### config.mk
export PLATFORM = sky130hd
export DESIGN_NAME = ripple_carry_adder
export DESIGN_NICKNAME = d
export VERILOG_FILES = /design/src/rtl/ripple_carry_adder.sv
export SDC_FILE = /design/constraint.sdc
export NUM_CORES = 1
export LEC_CHECK = 0
export BUFFER_PORTS_ARGS = -buffer_cell sky130_fd_sc_hd__buf_2
export CORE_MARGIN = 2
export CORE_UTILIZATION = 35
export DETAILED_ROUTE_END_ITERATION = 8
export PLACE_DENSITY = 0.73
export SLEW_MARGIN = 20
export SYNTH_ARGS = -nofsm -noshare
export SYNTH_HDL_FRONTEND = slang
export SYNTH_HIERARCHICAL = 1
export SYNTH_SLANG_ARGS = --single-unit
export TNS_END_PERCENT = 20
### constraint.sdc
create_clock -name clk -period 1.4 [get_ports clk]
set_clock_uncertainty 0.2 [all_clocks]
set_input_delay 0.14 -clock clk [delete_from_list [all_inputs] [get_ports clk]]
set_output_delay 0.14 -clock clk [all_outputs]
set_load 0.03 [all_outputs]
### src/rtl/ripple_carry_adder.sv
// Registered ripple-carry adder: sum, carry-out and signed overflow of
// a + b + cin, one cycle after in_valid. The carry chain is a plain
// structural ripple of 1-bit full-adder cells, with no lookahead or select.

module rca_full_adder (
  input  logic a,
  input  logic b,
  input  logic ci,
  output logic s,
  output logic co
);
  assign s  = a ^ b ^ ci;
  assign co = (a & b) | (a & ci) | (b & ci);
endmodule

module ripple_carry_adder #(
  parameter int WIDTH = 32
) (
  input  logic             clk,
  input  logic             rst,
  input  logic             in_valid,
  input  logic [WIDTH-1:0] a,
  input  logic [WIDTH-1:0] b,
  input  logic             cin,
  output logic [WIDTH-1:0] sum,
  output logic             cout,
  output logic             of,
  output logic             out_valid
);

  // c[i] is the carry into bit i; c[WIDTH] is the raw carry-out.
  logic [WIDTH:0]   c;
  logic [WIDTH-1:0] s;
  logic             raw_of;

  assign c[0] = cin;

  genvar i;
  generate
    for (i = 0; i < WIDTH; i++) begin : g_fa
      rca_full_adder u_fa (
        .a  (a[i]),
        .b  (b[i]),
        .ci (c[i]),
        .s  (s[i]),
        .co (c[i+1])
      );
    end
  endgenerate

  // Signed overflow: carry into the sign bit disagrees with carry out of it.
  assign raw_of = c[WIDTH] ^ c[WIDTH-1];

  // Result register: capture on in_valid, otherwise hold the last result.
  always_ff @(posedge clk or posedge rst) begin
    if (rst) begin
      sum  <= '0;
      cout <= 1'b0;
      of   <= 1'b0;
    end else if (in_valid) begin
      sum  <= s;
      cout <= c[WIDTH];
      of   <= raw_of;
    end
  end

  // out_valid marks a result captured on the previous edge only.
  always_ff @(posedge clk or posedge rst) begin
    if (rst) out_valid <= 1'b0;
    else     out_valid <= in_valid;
  end

endmodule

# == Word level (Yosys, flattened, before mapping) ==
# Index checks and enable logic that the tools add are counted.
# op_classes
bitwise_logic,225
# ops
cell,n
$and 1x1->1,96
$xor 1x1->1,65
$or 1x1->1,64
# totals
register_bits,35
input_bits,68
out_inout_bits,35
wordCells,229

# == Depth between registers and ports, before layout ==
# Gate-level depths: netlist of the first run.
# depth
word_depth,97
ltp_mapped,34
depth_no_buf,34

# == Cells and area by module ==
# The synthesis of the first run kept the hierarchy.
# modules_own_cells
module,cells_per_inst,area_per_inst_um2,n_inst,seq_area_each_um2
ripple_carry_adder,76,1445.1,1,875.8
rca_full_adder,1,20.0,32,0.0

# == Worst setup path before layout of the first run ==
# OpenSTA, ideal clock, no wires.
# synth_path
kind,input-to-reg
start,in a[0]
end,reg sum[31]
path_stages,33
setup_slack_ns,-11.593
required_ns,1.075
setup_ns,0.125
path_buffers,0
arrival_ns,12.668
cell_sequence,fa_1 > fa_1 > fa_1 > fa_1 > fa_1 > fa_1 > fa_1 > fa_1 > fa_1 > fa_1 > fa_1 > fa_1 > fa_1 > fa_1 > fa_1 > fa_1 > fa_1 > fa_1 > fa_1 > fa_1 > fa_1 > fa_1 > fa_1 > fa_1 > fa_1 > fa_1 > fa_1 > fa_1 > fa_1 > fa_1 > fa_1 > fa_1 > mux2_4
# synth_between
elab_chain_len,94
elab_cells_between_ends,125
classes_between,125 x bitwise
# synth_lines
item,line,text
start: declaration,22,"input logic [WIDTH-1:0] a,"
$and 1x1->1,13,assign co = (a & b) | (a & ci) | (b & ci);
$or 1x1->1 (*) (2 in a row),13,
$and 1x1->1,13,
$or 1x1->1,13,
$or 1x1->1 (*),13,
named net c[2],32,logic [WIDTH:0] c;
$and 1x1->1,13,
$or 1x1->1,13,
(+1 left out),n/a,
named net c[3],32,
(+3 left out),n/a,
named net c[4],32,
(+3 left out),n/a,
named net c[5],32,
(+3 left out),n/a,
named net c[6],32,
(+3 left out),n/a,
named net c[7],32,
(+3 left out),n/a,
named net c[8],32,
(+3 left out),n/a,
named net c[9],32,
(+3 left out),n/a,
named net c[10],32,
(+3 left out),n/a,
named net c[11],32,
(+3 left out),n/a,
named net c[12],32,
(+3 left out),n/a,
named net c[13],32,
(+3 left out),n/a,
named net c[14],32,
(+3 left out),n/a,
named net c[15],32,
(+3 left out),n/a,
named net c[16],32,
(+3 left out),n/a,
named net c[17],32,
(+3 left out),n/a,
named net c[18],32,
(+3 left out),n/a,
named net c[19],32,
(+3 left out),n/a,
named net c[20],32,
(+3 left out),n/a,
named net c[21],32,
(+3 left out),n/a,
named net c[22],32,
(+3 left out),n/a,
named net c[23],32,
(+3 left out),n/a,
named net c[24],32,
(+3 left out),n/a,
named net c[25],32,
(+3 left out),n/a,
named net c[26],32,
(+3 left out),n/a,
named net c[27],32,
(+3 left out),n/a,
named net c[28],32,
(+3 left out),n/a,
named net c[29],32,
(+2 left out),n/a,
$or 1x1->1 (*),13,
named net c[30],32,
$and 1x1->1,13,
$or 1x1->1,13,
$or 1x1->1 (*),13,
named net c[31],32,
$xor 1x1->1 (*),12,assign s = a ^ b ^ ci;
named net s[31],33,logic [WIDTH-1:0] s;
end signal: assignment,61,sum <= s;
end: declaration,25,"output logic [WIDTH-1:0] sum,"
# Mark *: on every way through the listed nets, which the timed path passes. The rest lies on a longest branch.
# A chain may end at the register's enable or synchronous reset.

# == Worst setup path after layout of the first run ==
# layout_path
start,in a[0]
end,reg sum[31]
# layout_between
elab_chain_len,94
elab_cells_between_ends,125
classes_between,125 x bitwise
# layout_lines
item,line
$and 1x1->1,13
$or 1x1->1 (*) (2 in a row),13
named net c[1],32
$and 1x1->1,13
$or 1x1->1,13
$or 1x1->1 (*),13
named net c[2],32
$and 1x1->1,13
(+2 left out),n/a
named net c[3],32
(+3 left out),n/a
named net c[4],32
(+3 left out),n/a
named net c[5],32
(+3 left out),n/a
named net c[6],32
(+3 left out),n/a
named net c[7],32
(+3 left out),n/a
named net c[8],32
(+3 left out),n/a
named net c[9],32
(+3 left out),n/a
named net c[10],32
(+3 left out),n/a
named net c[11],32
(+3 left out),n/a
named net c[12],32
(+3 left out),n/a
named net c[13],32
(+3 left out),n/a
named net c[14],32
(+3 left out),n/a
named net c[15],32
(+3 left out),n/a
named net c[16],32
(+3 left out),n/a
named net c[17],32
(+3 left out),n/a
named net c[18],32
(+3 left out),n/a
named net c[19],32
(+3 left out),n/a
named net c[20],32
(+3 left out),n/a
named net c[21],32
(+3 left out),n/a
named net c[22],32
(+3 left out),n/a
named net c[23],32
(+3 left out),n/a
named net c[24],32
(+3 left out),n/a
named net c[25],32
(+3 left out),n/a
named net c[26],32
(+3 left out),n/a
named net c[27],32
(+3 left out),n/a
named net c[28],32
(+3 left out),n/a
named net c[29],32
(+2 left out),n/a
$or 1x1->1 (*),13
named net c[30],32
$and 1x1->1,13
$or 1x1->1,13
$or 1x1->1 (*),13
named net c[31],32
$xor 1x1->1 (*),12
named net s[31],33
# Marks and branches as above.

==> metrics, run 1 <==
most frequent CP cell fa_2; layout cells sized above 1 80.82%; Die Span X 81.20 um; DRT Wirelength 4293 um; Synth Cell Area 2086 um2; VDD IR-drop max 0.6612 mV; crit-path max FO 2; largest net degree at the start of global routing 36; DRC Markers 0; status finished with violations; Fin. Hold Viols 0; Slew HR 87.15%; Mapped Cells 108; Final ANT Viol Nets 0; H-tree depth 2; area grow syn2layout 38.03%; die height 81.20 um; final worst path period need 11940 ps; Setup Buffers After CTS 0; initial core utilization 35.65%; syn avg cell area 19.31 um2; first-pass GRT wire length 6630 um; crit-path max cell delay 420 ps; initial antenna violation count 0; max-cap violations 0; Worst Max-Slew Pin Slew 192.7 ps; Core Area 5851 um2; wire per inst 14.60 um; routability congestion estimate 0.6647; CTS tree done; # rows 28; total global-route track usage 13.63%; TritonRoute pass-1 iters 2; delay-heaviest family, CP adder cells; Worst EP arrival 11900 ps; Final Max Slew Viols 0; total number of vias 1276; clock sink total 35; area post-placement 2766 um2; post-DR vias/cell 4.340; FMAX 0.08376 GHz; clk buf depth 2; Yosys cell types 10; Power Density 1277 nW/um2; Seq cells post-synth 35; Worst-path clk slew 70 ps; CP required 1360 ps; Multi-input gate area 1230 um2; sequential-to-total area share from yosys stat 41.99%; I/O Buffers 102; syn_nets 208; DRT iter0 DRCs 16; CTS root buf clkbuf_8; CP Capture Type register; RSZ-0062 raised after global routing true; final setup TNS -181750 ps; PnR worst setup slack -10540 ps; leakage 0.001377 uW; nets 318; final setup fails 32; Final Cycle Share 852.8%; number of global-route vias before repair 1420; Setup Crit Path Kind in -> reg; antenna cells 0; failing checks negative setup slack; min-delay worst type in -> reg; io pins 103; TritonCTS Buffers 5; DPL Wire Length 3441 um; die area 6593 um2; Reg area 875.8 um2; fillcell total 505; Yosys warnings 6; CP Buf/Inv Count 1; Clock Latency Late Sink 270 ps; design area 2879 um2; Congestion Overflow GR 0; slowest CP cell fa_2; CP Launch Type input port
==> layout by cell type (no fill, tap or decap) <==
cell type / instances
a21oi_1: 1
buf_12: 3
buf_2: 101
buf_4: 1
buf_6: 1
clkbuf_1: 2
clkbuf_8: 5
clkinv_2: 1
dfrtp_1: 35
dlygate4sd3_1: 1
fa_2: 32
inv_1: 1
mux2_2: 1
mux2_4: 32
nor2_1: 1
xnor2_1: 1
==> what timing repair did <==
item / in CTS / in global routing
gates cloned: 0 / 0
setup endpoints to repair: 32 / 32
resized for setup: 4 / 1
pin swaps: 0 / 0
hold endpoints to repair: 35 / 0
hold buffers: 1 / 0
==> cells by family after synthesis <==
logic type               after synthesis  share of synthesized area [%]
flip-flops                            35                          41.99
multiplexers                          33                          22.86
adder cells (fa/ha/maj)               32                          30.71
buffers and inverters                  5                          3.599
AO/OA/AOI/OAI                          1                         0.2397
XOR/XNOR                               1                         0.4200
AND/OR/NAND/NOR                        1                         0.1798
==> where the power goes <==
group	switching (uW)	internal (uW)
clock network	346	349
logic	885	714
registers	132	1250
total	1360	2310
==> stage by stage <==
step           util [%]  hold slack, ps  setup WS [ps]  total power (uW)  cells
2_1_floorplan         -          -28.57         -10320              2449    108
3_3_place_gp      47.28           5.689         -10720              2923    285
3_5_place_dp      47.28           3.822         -10900              2990    285
4_1_cts           49.14           10.01         -10580              3728    294
5_1_grt           49.21           18.07         -10790              3910    294
6_report          49.21           23.82         -10540              3677    294
==> synth_stat cells <==
cell type  number  share of area (%)
inv_1           1               0.18
dfrtp_1        35                 42
mux2_4         28                 20
buf_6           1               0.54
a21oi_1         1               0.24
fa_1           32                 31
nor2_1          1               0.18
buf_12          3                2.9
xnor2_1         1               0.42
mux2_2          5                2.7
==> path summary, 6_finish.rpt <==
kind,cells after the start,startpoint,endpoint,slack (ps)
worst max-delay path,34,a[0],sum[31],-10540
worst min-delay path,2,in_valid,out_valid,20
worst max register to register,1,sum[19],sum[19],420
worst min register to register,1,sum[28],sum[28],310
max in group asynchronous,4,rst,sum[7],560
min in group asynchronous,4,rst,sum[16],260
==> flip-flops by register name, indices dropped and copies added (netlist names) <==
signal	count
cout	1
of	1
out_valid	1
sum	32
==> final cells by class <==
class	instances	share of cell area (%)
inverter	1	0.1304
sequential	35	30.42
clock inverter	1	0.1738
tap	75	3.259
clock buffer	7	2.651
multi-input combinational	68	42.72
timing repair buffer	107	20.64
==> metal layers <==
metal	vias up	wire, um	global-route usage, %
li1	579	-	-
met1	629	1688	15.60
met2	64	2204	24.63
met3	4	366	3.889
met4	0	34	4.068
met5	-	0	0
(Power assumes the default switching activity.)
==> inputs of run 2 (changes only) <==
--- a/config.mk
+++ b/config.mk
@@ -12,3 +12,3 @@
 export PLACE_DENSITY = 0.73
-export SLEW_MARGIN = 20
+export SLEW_MARGIN = 15
 export SYNTH_ARGS = -nofsm -noshare
==> constraint.sdc (replaced) <==
create_clock -name clk -period 1.4 [get_ports clk]
set_clock_uncertainty 0.2 [all_clocks]
set_input_delay 0.42 -clock clk [delete_from_list [all_inputs] [get_ports clk]]
set_output_delay 0.42 -clock clk [all_outputs]
set_load 0.03 [all_outputs]
==> run 2 against run 1 <==
  * The run still ends with negative setup slack left
  * Flip-flop and latch count stayed put
  * Sequential share of layout area is 2.2 points lower
  * Highest routed layer unchanged
  * Cell count is 0.34% lower
  * Sequential power is 4% higher
  * Fmax is 1.8% lower
  * Combinational power is 16% higher
  * Critical path depth stayed put
==> metrics, run 2 (synthesis gave the netlist of run 1 again) <==
status finished with violations; failing checks negative setup slack; I/O Buffers 102; H-tree depth 2; Final Max Slew Viols 0; DPL Wire Length 3329 um; largest net degree at the start of global routing 36; post-DR vias/cell 4.447; die area 6593 um2; Final Cycle Share 868.6%; Die Span X 81.20 um; Clock Power Share 18.0%; Reg with most FFs sum; number of global-route vias before repair 1454; nets 318; final worst path period need 12160 ps; die height 81.20 um; PnR worst setup slack -10760 ps; FMAX 0.08223 GHz; layout cells sized above 1 81.65%; initial antenna violation count 0; Setup Crit Path Kind in -> reg; commonest non-fill, non-tap cell in the layout buf_2; Clock Latency Late Sink 280 ps; Sw Pwr 1402 uW; Power Density 1298 nW/um2; Congestion Overflow GR 0; total global-route track usage 13.16%; total number of vias 1303; DRT Wirelength 4187 um; TritonRoute pass-1 iters 4; leakage 0.001451 uW; Sequential Power Share 35.8%; TritonCTS Buffers 5; Final ANT Viol Nets 0; clk buf depth 2; antenna cells 0; Worst Max-Slew Pin Slew 199.1 ps; final setup TNS -191930 ps; RSZ-0062 raised after global routing true; wire per inst 14.29 um; VDD IR-drop max 0.6841 mV; crit-path max cell delay 400 ps; routability congestion estimate 0.6688; Worst-path clk slew 70 ps; CP Capture Type register; DRC Markers 0; CP Launch Type input port; final setup fails 68; DRT iter0 DRCs 13; CTS tree done; first-pass GRT wire length 6396 um; delay-heaviest family, CP adder cells; min-delay worst type in -> reg; Fin. Hold Viols 0; max-cap violations 0; area grow syn2layout 48.65%; Pint 2622 uW; CP Buf/Inv Count 1; most frequent cells in the layout buf_2, buf_6, dfrtp_1; slowest CP cell fa_2; crit-path max FO 2; design area 3100 um2; io pins 103; CP required 1370 ps; # rows 28; most frequent CP cell fa_2; area post-placement 2766 um2; Sw Share 34.85%; Comb pwr share 46.2%; Slew HR 86.72%; clock sink total 35; Core Area 5851 um2; CTS root buf clkbuf_8; Worst EP arrival 12130 ps; initial core utilization 35.65%; max reg flops 32
## run 2: routing by layer
metal / wire length [um] / share of wire (%) / vias up / track usage [%]
met1: 1571 / 38 / 653 / 15.04
met5: 0 / 0 / - / 0
met3: 389 / 9.3 / 8 / 4.222
met2: 2148 / 51 / 68 / 22.89
li1: - / - / 574 / -
met4: 79 / 1.9 / 0 / 5.085
## run 2: path summary, 6_finish.rpt
kind	from	end	slack (ps)	depth (start not counted)
worst min-delay path	in_valid	out_valid	300	2
min in group asynchronous	rst	sum[21]	520	4
worst max-delay path	a[0]	sum[31]	-10760	34
worst max register to register	sum[15]	sum[15]	410	1
worst min register to register	sum[9]	sum[9]	330	1
max in group asynchronous	rst	sum[30]	280	4
## run 2: stage by stage
stage	power, uW	setup WS (ps)	instances	hold slack [ps]	util, %
after floorplan	2449	-10600	108	251.4	-
after global placement	2922	-10990	285	286.6	47.28
after detailed placement	2974	-11130	285	288.4	47.28
after CTS	4075	-10810	293	295.0	52.80
after global routing	4268	-11000	293	298.4	52.99
final	4024	-10760	293	302.7	52.99
## run 2: cell type report
class,instances,area [um2]
clock inverter,1,5.005
clock buffer,6,82.58
fill,499,2750
inverter,1,3.754
tap,75,93.84
multi-input combinational,68,1226
timing repair buffer,107,813.3
sequential,35,875.8
## run 2: timing repair
action,in CTS,in global routing
pin swaps,1,0
hold buffers,1,0
setup buffers,0,0
endpoints found under the setup margin,68,68
endpoints found under the hold margin,35,0
resized for setup,71,3
## run 2: power groups by stage
stage               combinational [uW]  clock [uW]  sequential [uW]
finish                            1860         726             1440
global placement                  1530           0             1390
floorplan                          572           0             1880
global route                      1990         801             1470
CTS                               1870         765             1440
detailed placement                1580           0             1390
